## src/rtl/chunked_magnitude_comparator.sv

```systemverilog
// chunked_magnitude_comparator: multi-cycle unsigned A vs B compare, CHUNK bits per cycle, MSB first, early exit
// ports: clk, rst_n (async, active-low); in_valid/in_ready + a/b accept operands in IDLE;
//        out_valid/out_ready hand over one-hot greater/equal/less, held in DONE until consumed
module chunked_magnitude_comparator #(
  parameter int WIDTH = 256,
  parameter int CHUNK = 32
) (
  input  logic             clk,
  input  logic             rst_n,
  input  logic             in_valid,
  output logic             in_ready,
  input  logic [WIDTH-1:0] a,
  input  logic [WIDTH-1:0] b,
  output logic             out_valid,
  input  logic             out_ready,
  output logic             greater,
  output logic             equal,
  output logic             less
);
  localparam int NCHUNK = WIDTH / CHUNK;
  localparam int IDXW = NCHUNK > 1 ? $clog2(NCHUNK) : 1;
  localparam logic [1:0] IDLE = 2'd0;
  localparam logic [1:0] CMP  = 2'd1;
  localparam logic [1:0] DONE = 2'd2;
  logic [1:0] state;
  logic [IDXW-1:0] idx;
  logic [WIDTH-1:0] ra, rb;
  logic [CHUNK-1:0] ca, cb;
  logic last;
  assign in_ready = state == IDLE;
  assign out_valid = state == DONE;
  assign ca = ra[WIDTH-1-int'(idx)*CHUNK -: CHUNK];
  assign cb = rb[WIDTH-1-int'(idx)*CHUNK -: CHUNK];
  assign last = idx == IDXW'(NCHUNK-1);
  // operands need no reset; they are only captured on accept
  always_ff @(posedge clk)
    if (in_ready && in_valid) begin
      ra <= a;
      rb <= b;
    end
  always_ff @(posedge clk or negedge rst_n)
    if (!rst_n) begin
      state <= IDLE;
      idx <= '0;
      greater <= 1'b0;
      equal <= 1'b0;
      less <= 1'b0;
    end else if (state == IDLE) begin
      if (in_valid) begin
        idx <= '0;
        state <= CMP;
      end
    end else if (state == CMP) begin
      if (ca != cb) begin
        greater <= ca > cb;
        less <= ca < cb;
        state <= DONE;
      end else if (last) begin
        equal <= 1'b1;
        state <= DONE;
      end else begin
        idx <= idx + 1'b1;
      end
    end else if (out_ready) begin
      greater <= 1'b0;
      equal <= 1'b0;
      less <= 1'b0;
      state <= IDLE;
    end
endmodule

```

## config.mk

```make
export PLATFORM = sky130hd
export DESIGN_NAME = chunked_magnitude_comparator
export DESIGN_NICKNAME = d
export VERILOG_FILES = /design/src/rtl/chunked_magnitude_comparator.sv
export SDC_FILE = /design/constraint.sdc
export NUM_CORES = 1
export LEC_CHECK = 0
export ABC_AREA = 1
export CAP_MARGIN = 20
export CORE_MARGIN = 5
export CORE_UTILIZATION = 53
export DETAILED_ROUTE_END_ITERATION = 12
export PLACE_DENSITY = 0.95
export SYNTH_ARGS = -nofsm -noshare
export SYNTH_HDL_FRONTEND = slang
export SYNTH_SLANG_ARGS = --single-unit
```

## constraint.sdc

```tcl
create_clock -name clk -period 23.3 [get_ports clk]
set_clock_uncertainty 0.2 [all_clocks]
set_input_delay 4.66 -clock clk [delete_from_list [all_inputs] [get_ports clk]]
set_output_delay 4.66 -clock clk [all_outputs]
set_load 0.005 [all_outputs]
```

== Yosys cells after proc, flatten, opt, wreduce, memory -nomap -nowiden ==
Cells that the tools add are included.

* Bits in registers: 520
* Input port bits: 516
* Output and inout bits: 5
* Logic and storage cells: 53

* Add/sub/neg operators: 2
* Magnitude comparators: 2
* Eq/ne operators: 11
* Shift-type cells: 2
* Muxes and demuxes: 19
* Bitwise gates (word level): 1
* Reductions and logical operators: 9

{| class="wikitable"
|+ Operators by type and width
! cell !! number
|-
| $shiftx 287x9->32 || 2
|-
| $gt 32x32->1 || 1
|-
| $lt 32x32->1 || 1
|-
| $ne 32x32->1 || 1
|-
| $mux 3 || 5
|-
| $mux 2 || 6
|-
| $ne 2x2->1 const B || 5
|-
| $sub 8x8->9 const A || 1
|-
| $mux 1 || 8
|-
| $reduce_and 4->1 || 2
|-
| $reduce_and 3->1 || 2
|-
| $ne 4x3->1 const B || 1
|-
| $reduce_bool 2->1 || 2
|-
| $add 3x1->3 const B || 1
|-
| $eq 3x3->1 const B || 1
|-
| $reduce_bool 3->1 || 1
|-
| $eq 2x1->1 const B || 1
|-
| $eq 2x2->1 const B || 1
|-
| $logic_not 2->1 || 1
|-
| $ne 2x1->1 const B || 1
|-
| $logic_and 1x1->1 || 1
|-
| $not 1->1 || 1
|}

== Logic depth before layout (Yosys ltp) ==
Gate-level depths: netlist of run 1.

* Depth in word-level cells: 6
* Depth in mapped cells: 22
* Gate-level depth less buffers: 19

== Least setup slack after synthesis of run 1 ==
OpenSTA, ideal clock, no wires.

* Path kind: input port to flip-flop
* From: input in_valid
* To: register state[1]
* Library setup time: 0.109 ns
* Arrival time: 16.060 ns
* Data required time: 22.991 ns
* Setup slack: 6.931 ns
* Stages on the path: 4
* Buffers on the path: 0
* Cells stage by stage: nand2_1 > inv_1 > o22ai_1 > a21oi_1

* Longest elaborated chain between the ends: 2

{| class="wikitable"
|+ RTL lines
! what !! RTL line !! source
|-
| from (decl) || 10 || <nowiki>input logic in_valid,</nowiki>
|-
| $ne 2x2->1 (no source line) || -- ||
|-
| $reduce_and 3->1 (no source line) || -- ||
|-
| to (signal assigned) || 43 || <nowiki>state <= IDLE;</nowiki>
|-
| to (signal assigned) || 51 || <nowiki>state <= CMP;</nowiki>
|-
| to (signal assigned) || 57 || <nowiki>state <= DONE;</nowiki>
|-
| to (decl) || 25 || <nowiki>logic [1:0] state;</nowiki>
|}

No other way between the ends.
A chain may end at the register's enable or synchronous reset.

== Final worst setup path of run 1 ==
* From: input in_valid
* To: register rb[31], enable pin

* Longest elaborated chain between the ends: 1

{| class="wikitable"
|+ RTL lines
! what !! RTL line !! source
|-
| $logic_and 1x1->1 || 37 || <nowiki>if (in_ready && in_valid) begin</nowiki>
|-
| to (signal assigned) || 39 || <nowiki>rb <= b;</nowiki>
|-
| to (decl) || 27 || <nowiki>logic [WIDTH-1:0] ra, rb;</nowiki>
|}

No other way between the ends.

==> metrics, run 1 <==
mux contribution to synthesized area 0; switching share of power 0.247; Synthesized Nets 2,081; final core utilization 0.721; design area 27,800 sq um; post-synthesis sequential area ratio 0.755; number of top-level pins 521; Startpoint Class input port; combinational fraction of design power 0.145; Synth cell types 24; Crit path max-delay family buffers and inverters; maximum number of pins on one net before global-route repair 173; DR vias/cell 5.99; Tot Pwr 2.47 mW; Mapped Cells 1,531; Synth Area in Compound Gates 0.120; CTS max path bufs 3; Max VDD drop 0.0811 mV; Stages on worst setup path 6; max-capacitance violation count 0; Slew Limit Fails 0; worst-path fanout max 114; aggregate negative setup slack 0 ns; GRT overflow 0; gpl congestion 0.886; clk_lat worst skew 0.59 ns; worst path cell trace clkdlybuf4s50_1, nand2_1, inv_8, buf_16, buf_4, buf_4; Syn Area/Cell 13.5 sq um; Initial Util 0.535; H-tree Lvls 2; critical path's largest stage delay 0.93 ns; Routed wire per std cell 25.0 microns; Post-CTS Setup Bufs 0; P&R area growth vs syn 34.6%; FF-to-FF setup slack 18.31 ns; outcome finished, final reports clean; share of layout cells above drive strength 1 0.0456; Nets 2,570; Max Fclk between 0.1 and 0.15 GHz; Sequential Power Share 0.532; number of vias in the routed layout around 15,000; RSZ-0062 raised after global routing false; period utilization 0.351; CP endpoint rb[31]; Sw Pwr 0.611 mW; PortBufs 520; dpl cell area between 20,000 and 30,000 sq um; crit path max-delay cell type buf_4; post-synthesis xor/xnor area fraction 0; Final Hold Fails 0; clock sinks 520; total track usage 0.288; Worst-path clk slew 0.06 ns; YS warnings 0; initial detailed-routing violation count ~1,900; PwrDens 88.9 nW/um^2; Synth Area in Adders 0.0206; DRT Wirelength between 60,000 and 70,000 microns; initial antenna violation count 8; post-CTS sizing 0; Worst path most repeated cell buf_4; synthesized cell area 20,600 sq um; Final setup viols 0; TritonRoute pass-1 iters 7; pin slew with the least headroom to its limit 1.10 ns; crit path kind in2reg; die area 43,000 sq um; core box area 38,600 sq um; Static Leak 9.55 nW; Die Height 207 microns; #FFs+latches synth 520; data arrival time of the critical path 8.19 ns; RR Startpoint idx[0]; fill count 2,260; slew margin rel. 0.268; CTS tree built; Final min period roughly 8.2 ns; total CTS buffers 50; die width approximately 210 microns; Final ANT Viol Nets 0; DRC 0; CP bufs+invs 5; crit path from in_valid; Hold WC Path Type reg2reg; hpwl dp roughly 44,000 microns; Internal 1.86 mW; largest family of logic cells by synthesized area compound AO/OA/AOI/OAI gates; Worst Reg2Reg Path Length in Cells 12; number of cell rows 72; Worst R2R End idx[2]; clock power share 0.324; Post-CTS Hold Buffers 0; Min Hold Slack around 0.34 ns; endpoint type of the worst setup path flop; Req. time, crit path 23.30 ns; Simple-Gate Fraction of Synth Area 0.0774; first-pass GRT wire length ~94,000 microns; vias in the first global route 16,100; CTS root buffer clkbuf_16
per-layer routing:
metal	track usage	up-vias	part of all wire
met5	0	-	0.00011
met4	0.155	2	0.058
met3	0.0663	217	0.097
met2	0.512	1148	0.52
met1	0.321	7433	0.32
li1	-	6694	-
flip-flops by register name (all words and copies together) (netlist names):
name / flops
ra: 256
equal: 1
less: 1
state: 2
idx: 3
rb: 256
greater: 1
tightest hold or removal path, cell delays in order, from the launching register on:
cell,delay [ns]
dfrtp_1,0.36
nand3_1,0.08
nand2_1,0.07
placed cells by master (no fill, tap or decap), drive strengths merged, types with 3 or more instances in the layout:
cell / instances
o221ai: 32
clkbuf: 61
inv: 17
ha: 34
clkdlybuf4s50: 520
edfxtp: 512
o22ai: 65
nand4: 4
nand2: 44
buf: 15
bufinv: 4
o21ai: 297
clkinv: 24
diode: 7
a21oi: 15
dfrtp: 8
nand3: 3
a31oi: 32
nor2: 368
cells in the mapped netlist, drive strengths merged:
| cell type | number | area (sq um) |
|---|---|---|
| edfxtp | 512 | 15400 |
| nor2 | 368 | 1380 |
| o21ai | 297 | 1490 |
| o22ai | 65 | 407 |
| buf | 50 | 334 |
| clkbuf | 48 | 180 |
| nand2 | 44 | 165 |
| ha | 34 | 425 |
| a31oi | 32 | 200 |
| o221ai | 32 | 280 |
| a21oi | 15 | 75.1 |
| inv | 15 | 56.3 |
| dfrtp | 8 | 200 |
| nand4 | 4 | 25.0 |
| nand3 | 3 | 15.0 |
| a21o | 1 | 7.51 |
| a22oi | 1 | 7.51 |
| nor3 | 1 | 10.0 |
| o21a | 1 | 7.51 |
layout make-up:
| cell class | count | area [sq um] | area share |
|---|---|---|---|
| Clock inverter | 31 | 255 | 0.00919 |
| Tap cell | 518 | 648 | 0.0233 |
| Antenna cell | 7 | 17.5 | 0.000630 |
| Multi-Input combinational cell | 898 | 4490 | 0.162 |
| Timing Repair Buffer | 535 | 5360 | 0.193 |
| Clock buffer | 61 | 1360 | 0.0488 |
| Sequential cell | 520 | 15600 | 0.561 |
| Inverter | 15 | 71.3 | 0.00257 |
worst min-delay path by stage:
stage             from       to  slack (ns)  depth (start not counted)
3_3_place_gp     equal    equal        0.29                          2
4_1_cts        greater  greater        0.35                          2
6_report       greater  greater        0.34                          2
5_1_grt          equal    equal        0.36                          2
3_5_place_dp   greater  greater        0.32                          2
2_1_floorplan    equal    equal        0.28                          2
per-stage QoR:
step,instances,setup WS (ns)
after floorplan,1531,6.93
after global placement,2484,14.54
after detailed placement,2484,14.43
after CTS,2576,15.04
after global routing,2585,14.96
final,2585,15.11
power by group through the flow:
stage,Combinational [mW],Clock (mW),Sequential (mW)
final,0.357,0.800,1.31
after global routing,0.388,0.846,1.32
after CTS,0.351,0.805,1.31
after detailed placement,0.346,0,1.33
after global placement,0.326,0,1.32
after floorplan,0.170,0,1.42
logic make-up after synthesis:
group | count (synthesis)
fa+ha+maj | 34
simple gates | 420
buf+inv | 113
flops | 520
compound gates | 444
No activity file was read; power rests on OpenSTA's default activity.
==> inputs of run 2 (changes only) <==
CORE_UTILIZATION = 49   (was 53)
PLACE_DENSITY = 0.9   (was 0.95)
clock period = 8.03 ns   (was 23.3 ns; I/O delays follow)
==> run 2 against run 1 <==
Against the previous run:
- first-iteration DRC count is 12% higher
- critical endpoint is now idx[0]
- die area is 7.8% higher
- hold slack worse by 0.018 ns
- critical path depth is 7 higher
- count of clock-buffer cells in the layout is 3 lower
- largest power group unchanged
- sequential share of layout area is 0.35 points lower
==> metrics, run 2 (same netlist as run 1, synthesis figures left out) <==
outcome finished, final reports clean; hpwl dp 42,600 microns (-3.1%); data arrival time of the critical path 5.06 ns (-3.13 ns); FF-to-FF setup slack 3.19 ns (-15.12 ns); post-CTS sizing 0 (unchanged); Regs by FF count ra: 256 flops, rb: 256 flops, idx: 3 flops; DR vias/cell 5.74 (-4.2%); RR Startpoint idx[1]; Final min period between 4 and 5 ns; Nets 2,569 (-0.039%); Min Hold Slack 0.322 ns (-0.0182 ns); period utilization 0.603; max-capacitance violation count 0 (unchanged); RSZ-0062 raised after global routing false; CTS max path bufs 3 (unchanged); P&R area growth vs syn 35.5%; vias in the first global route 15,500 (-3.9%); Final setup viols 0 (unchanged); aggregate negative setup slack 0 ns (unchanged); Tot Pwr 7.36 mW (+200%); number of vias in the routed layout 15,000 (-3.3%); commonest non-fill, non-tap cell in the layout clkdlybuf4s50_1; Worst Hold Endpoint equal; die area 46,300 sq um (+7.8%); DRC 0 (unchanged); Routed wire per std cell 24.1 microns (-3.6%); Max VDD drop 0.190 mV (+130%); core box area 41,900 sq um (+8.5%); fill count 2,764 (+22%); clk_lat worst skew 0.59 ns (about the same); maximum number of pins on one net before global-route repair 201 (+16%); commonest non-fill, non-tap cells in the layout 520 x clkdlybuf4s50_1, 512 x edfxtp_1, 368 x nor2_1, 255 x o21ai_0, 65 x o22ai_1; DRT Wirelength 62,900 microns (-2.6%); Req. time, crit path 8.25 ns (-15.05 ns); gpl congestion 0.880 (-0.69%); first-pass GRT wire length 92,300 microns (-2.3%); initial detailed-routing violation count 2,151 (+12%); Worst R2R End idx[0]; Worst-path clk slew 0.06 ns (about the same); Hold WC Path Type reg2reg; Post-CTS Setup Bufs 0 (unchanged); pin slew with the least headroom to its limit 1.09 ns (-0.00563 ns); Final Hold Fails 0 (unchanged); CTS tree built; Cell Count Post-Placement 2,505 (+0.85%); Final ANT Viol Nets 0 (unchanged); Worst Reg2Reg Path Length in Cells 13 (+1); Startpoint Class flop; CTS root buffer clkbuf_16; final worst setup slack 3.19 ns (-11.93 ns); Place WS 3.27 ns (-11.16 ns); die width 215 microns (+3.8%); worst-path fanout max 87 (-24%); total track usage 0.262 (-0.0261); origin of the worst min-delay path equal; GRT overflow 0 (unchanged); TritonRoute pass-1 iters 6 (-1); endpoint type of the worst setup path flop; slew margin rel. 0.271 (+0.00376); Non-Filler Instances 2,611 (+1.0%); Post-CTS Hold Buffers 0 (unchanged); PwrDens 263 nW/um^2 (+200%); clock sinks 520 (unchanged); Initial Util 0.493 (-0.0421); Die Height 215 microns (+3.8%); crit path kind reg2reg; number of top-level pins 521 (unchanged); number of cell rows 75 (+4.2%); initial antenna violation count 13 (+5); PortBufs 520 (unchanged); Static Leak 9.61 nW (+0.54%); share of layout cells above drive strength 1 0.0495 (+0.00386); total CTS buffers 51 (+2.0%); WHS Path Cells 2 (unchanged); Max Fclk 0.206 GHz; Slew Limit Fails 0 (unchanged); H-tree Lvls 2 (unchanged)
run 2: worst max-delay path, cell delays in order (launching register included):
cell	delay (ns)
dfrtp_4	0.76
buf_4	0.91
o21ai_0	0.25
o22ai_1	0.30
nor2_1	0.09
a31oi_1	0.53
ha_1	0.26
nand2_1	0.07
nor2_1	0.13
nand2_1	0.14
nor3_2	0.33
nand2_1	0.20
o21ai_0	0.30
o21ai_0	0.11
run 2: layer usage:
layer | part of all wire | GRT usage | wire [microns] | vias to the layer above
met5 | 0.00049 | 0 | 31 | -
met4 | 0.053 | 0.137 | 3330 | 6
met3 | 0.089 | 0.0599 | 5570 | 175
met2 | 0.52 | 0.454 | 32400 | 934
met1 | 0.34 | 0.305 | 21500 | 7181
li1 | - | - | - | 6692
run 2: worst max-delay path by stage:
stage             start  endpoint  slack, ns  cells after the start
6_report         idx[1]    idx[0]       3.19                     13
5_1_grt          idx[1]    idx[1]       3.01                     13
4_1_cts          idx[1]    idx[0]       3.24                     13
3_5_place_dp     idx[1]    idx[0]       3.27                     13
3_3_place_gp     idx[1]    idx[0]       3.41                     13
2_1_floorplan  in_valid     ra[0]      -1.94                      2
run 2: metrics by stage:
stage	cell area, sq um	util
2_1_floorplan	20700	-
3_3_place_gp	26200	0.625
3_5_place_dp	26200	0.625
4_1_cts	27900	0.667
5_1_grt	28000	0.668
6_report	28000	0.668
run 2: area by class of cell:
| cell class | count | area [sq um] | share of cell area |
|---|---|---|---|
| repair buffers | 533 | 5340 | 0.191 |
| multi-input cells | 898 | 4510 | 0.161 |
| clock inverters | 37 | 453 | 0.0162 |
| inverters | 15 | 67.6 | 0.00242 |
| flip-flops and latches | 520 | 15600 | 0.557 |
| well taps | 539 | 674 | 0.0241 |
| clock buffers | 58 | 1300 | 0.0466 |
| diodes | 11 | 27.5 | 0.000985 |
run 2: report_power, final:
part	switching, mW	internal [mW]	leakage (nW)
logic	0.623	0.405	3.89
clock network	1.03	1.49	0.860
registers	0.150	3.66	4.85
total	1.80	5.55	9.61
==> inputs of run 3 (changes only) <==
clock period = 4.76 ns   (was 8.03 ns; I/O delays follow)
==> run 3 against run 2 <==
Against the previous run:
- via count is 0.69% higher
- count of clock-buffer cells in the layout did not move
- global-route usage fell by 0.13 points
- critical path depth is 1 higher
- clock power rose by 60%
- critical endpoint is now idx[2]
- hold slack got worse by 0.0063 ns
- design area about the same
- first-iteration DRC count shrank 5.4%
- highest routed layer unchanged
==> metrics, run 3 (same netlist as run 1, synthesis figures left out) <==
Initial Util 0.493 (unchanged); Static Leak 9.62 nW (+0.12%); number of top-level pins 521 (unchanged); commonest non-fill, non-tap cell in the layout clkdlybuf4s50_1; initial antenna violation count 11 (-2); final worst setup slack 0.627 ns (-2.56 ns); DR vias/cell 5.78 (+0.61%); H-tree Lvls 2 (unchanged); Slew Limit Fails 0 (unchanged); Max Fclk 0.242 GHz (+17%); Worst-path clk slew 0.06 ns (about the same); share of layout cells above drive strength 1 0.0493 (-0.000144); Worst R2R End idx[2]; vias in the first global route 15,400 (-0.94%); CP endpoint idx[2]; Routed wire per std cell 24.1 microns (about the same); critical path's largest stage delay 0.61 ns (-0.30 ns); CTS max path bufs 3 (unchanged); RSZ-0062 raised after global routing false; Nets 2,577 (+0.31%); CTS tree built; Post-CTS Hold Buffers 0 (unchanged); data arrival time of the critical path 4.36 ns (-0.70 ns); Worst Reg2Reg Path Length in Cells 14 (+1); WHS Path Cells 2 (unchanged); Max VDD drop 0.351 mV (+85%); crit path max-delay cell type dfrtp_4; Hold WC Path Type reg2reg; Req. time, crit path 4.99 ns (-3.26 ns); initial detailed-routing violation count 2,034 (-5.4%); crit path kind reg2reg; Place WS 0.646 ns (-2.63 ns); Crit path max-delay family compound AO/OA/AOI/OAI gates; Final ANT Viol Nets 0 (unchanged); number of cell rows 75 (unchanged); Post-CTS Setup Bufs 0 (unchanged); maximum number of pins on one net before global-route repair 167 (-17%); die width 215 microns (unchanged); commonest non-fill, non-tap cells in the layout 520 x clkdlybuf4s50_1, 512 x edfxtp_1, 368 x nor2_1, 255 x o21ai_0, 65 x o22ai_1; pin slew with the least headroom to its limit 0.874 ns (-0.219 ns); PortBufs 520 (unchanged); Cell Count Post-Placement 2,513 (+0.32%); Final Hold Fails 0 (unchanged); total CTS buffers 51 (unchanged); RR Startpoint idx[0]; final core utilization 0.668 (about the same); clock sinks 520 (unchanged); GRT overflow 0 (unchanged); Startpoint Class flop; Die Height 215 microns (unchanged); post-CTS sizing 0 (unchanged); hpwl dp 43,300 microns (+1.5%); total track usage 0.260 (-0.00135); FF-to-FF setup slack 0.63 ns (-2.56 ns); outcome finished, final reports clean; number of vias in the routed layout 15,100 (+0.69%); Regs by FF count ra: 256 flops, rb: 256 flops, idx: 3 flops; Non-Filler Instances 2,613 (+0.077%); die area 46,300 sq um (unchanged); PwrDens 437 nW/um^2 (+66%); Min Hold Slack 0.316 ns (-0.00626 ns); worst-path fanout max 82 (-5.7%); Stages on worst setup path 14 (+1); worst path cell trace inv_6, buf_12, o21ai_0, o22ai_1, nor2_1, a31oi_1, ha_1, nand2_1, nor2_1, nand2_1, nor3_2, nand2_1, o21ai_0, o21ai_0; CP bufs+invs 2 (+1); max-capacitance violation count 0 (unchanged); gpl congestion 0.926 (+5.2%); Tot Pwr 12.2 mW (+66%); DRC 0 (unchanged); Final min period 4.13 ns (-0.711 ns); slew margin rel. 0.417 (+0.145); crit path from idx[0]; DRT Wirelength 62,900 microns (+0.12%); TritonRoute pass-1 iters 7 (+1); period utilization 0.868 (+0.265); CTS root buffer clkbuf_16; Final setup viols 0 (unchanged); endpoint type of the worst setup path flop; core box area 41,900 sq um (unchanged); P&R area growth vs syn 35.6% (about the same); clk_lat worst skew 0.59 ns (about the same); first-pass GRT wire length 91,600 microns (-0.80%)
## run 3: stage by stage
step	instance area (sq um)	setup TNS, ns
after floorplan	20700	-2343.50
after global placement	26300	0
after detailed placement	26300	0
after CTS	28000	0
after global routing	28000	0
final	28000	0
## run 3: worst min path at each step
stage | endpoint | start | slack, ns
2_1_floorplan | equal | equal | 0.28
3_3_place_gp | state[0] | state[0] | 0.30
3_5_place_dp | equal | equal | 0.32
4_1_cts | equal | equal | 0.33
5_1_grt | equal | equal | 0.36
6_report | equal | equal | 0.32
## run 3: layout make-up
class	count	area, sq um
antenna	7	17.5
clock inverter	35	348
fill	2700	13900
multi-input combinational	898	4510
clock buffer	58	1300
timing repair buffer	541	5480
inverter	15	67.6
tap	539	674
sequential	520	15600
## run 3: metal layers
layer	vias to the layer above	part of all wire	track usage
met1	7248	0.34	0.295
met2	957	0.52	0.464
met4	8	0.047	0.121
met3	170	0.090	0.0643
li1	6708	-	-
met5	-	0.00087	0
## run 3: worst register-to-register path, cell delays in order (launching register included)
cell and delay [ns]:
dfrtp_4 0.61, inv_6 0.41, buf_12 0.48, o21ai_0 0.24, o22ai_1 0.20, nor2_1 0.08
a31oi_1 0.39, ha_1 0.22, nand2_1 0.06, nor2_1 0.12, nand2_1 0.11, nor3_2 0.25
nand2_1 0.19, o21ai_0 0.30, o21ai_0 0.14
## run 3: report_power, final
| part | internal (mW) | switching [mW] |
|---|---|---|
| registers | 6.16 | 0.270 |
| logic | 0.703 | 1.05 |
| clock network | 2.34 | 1.70 |
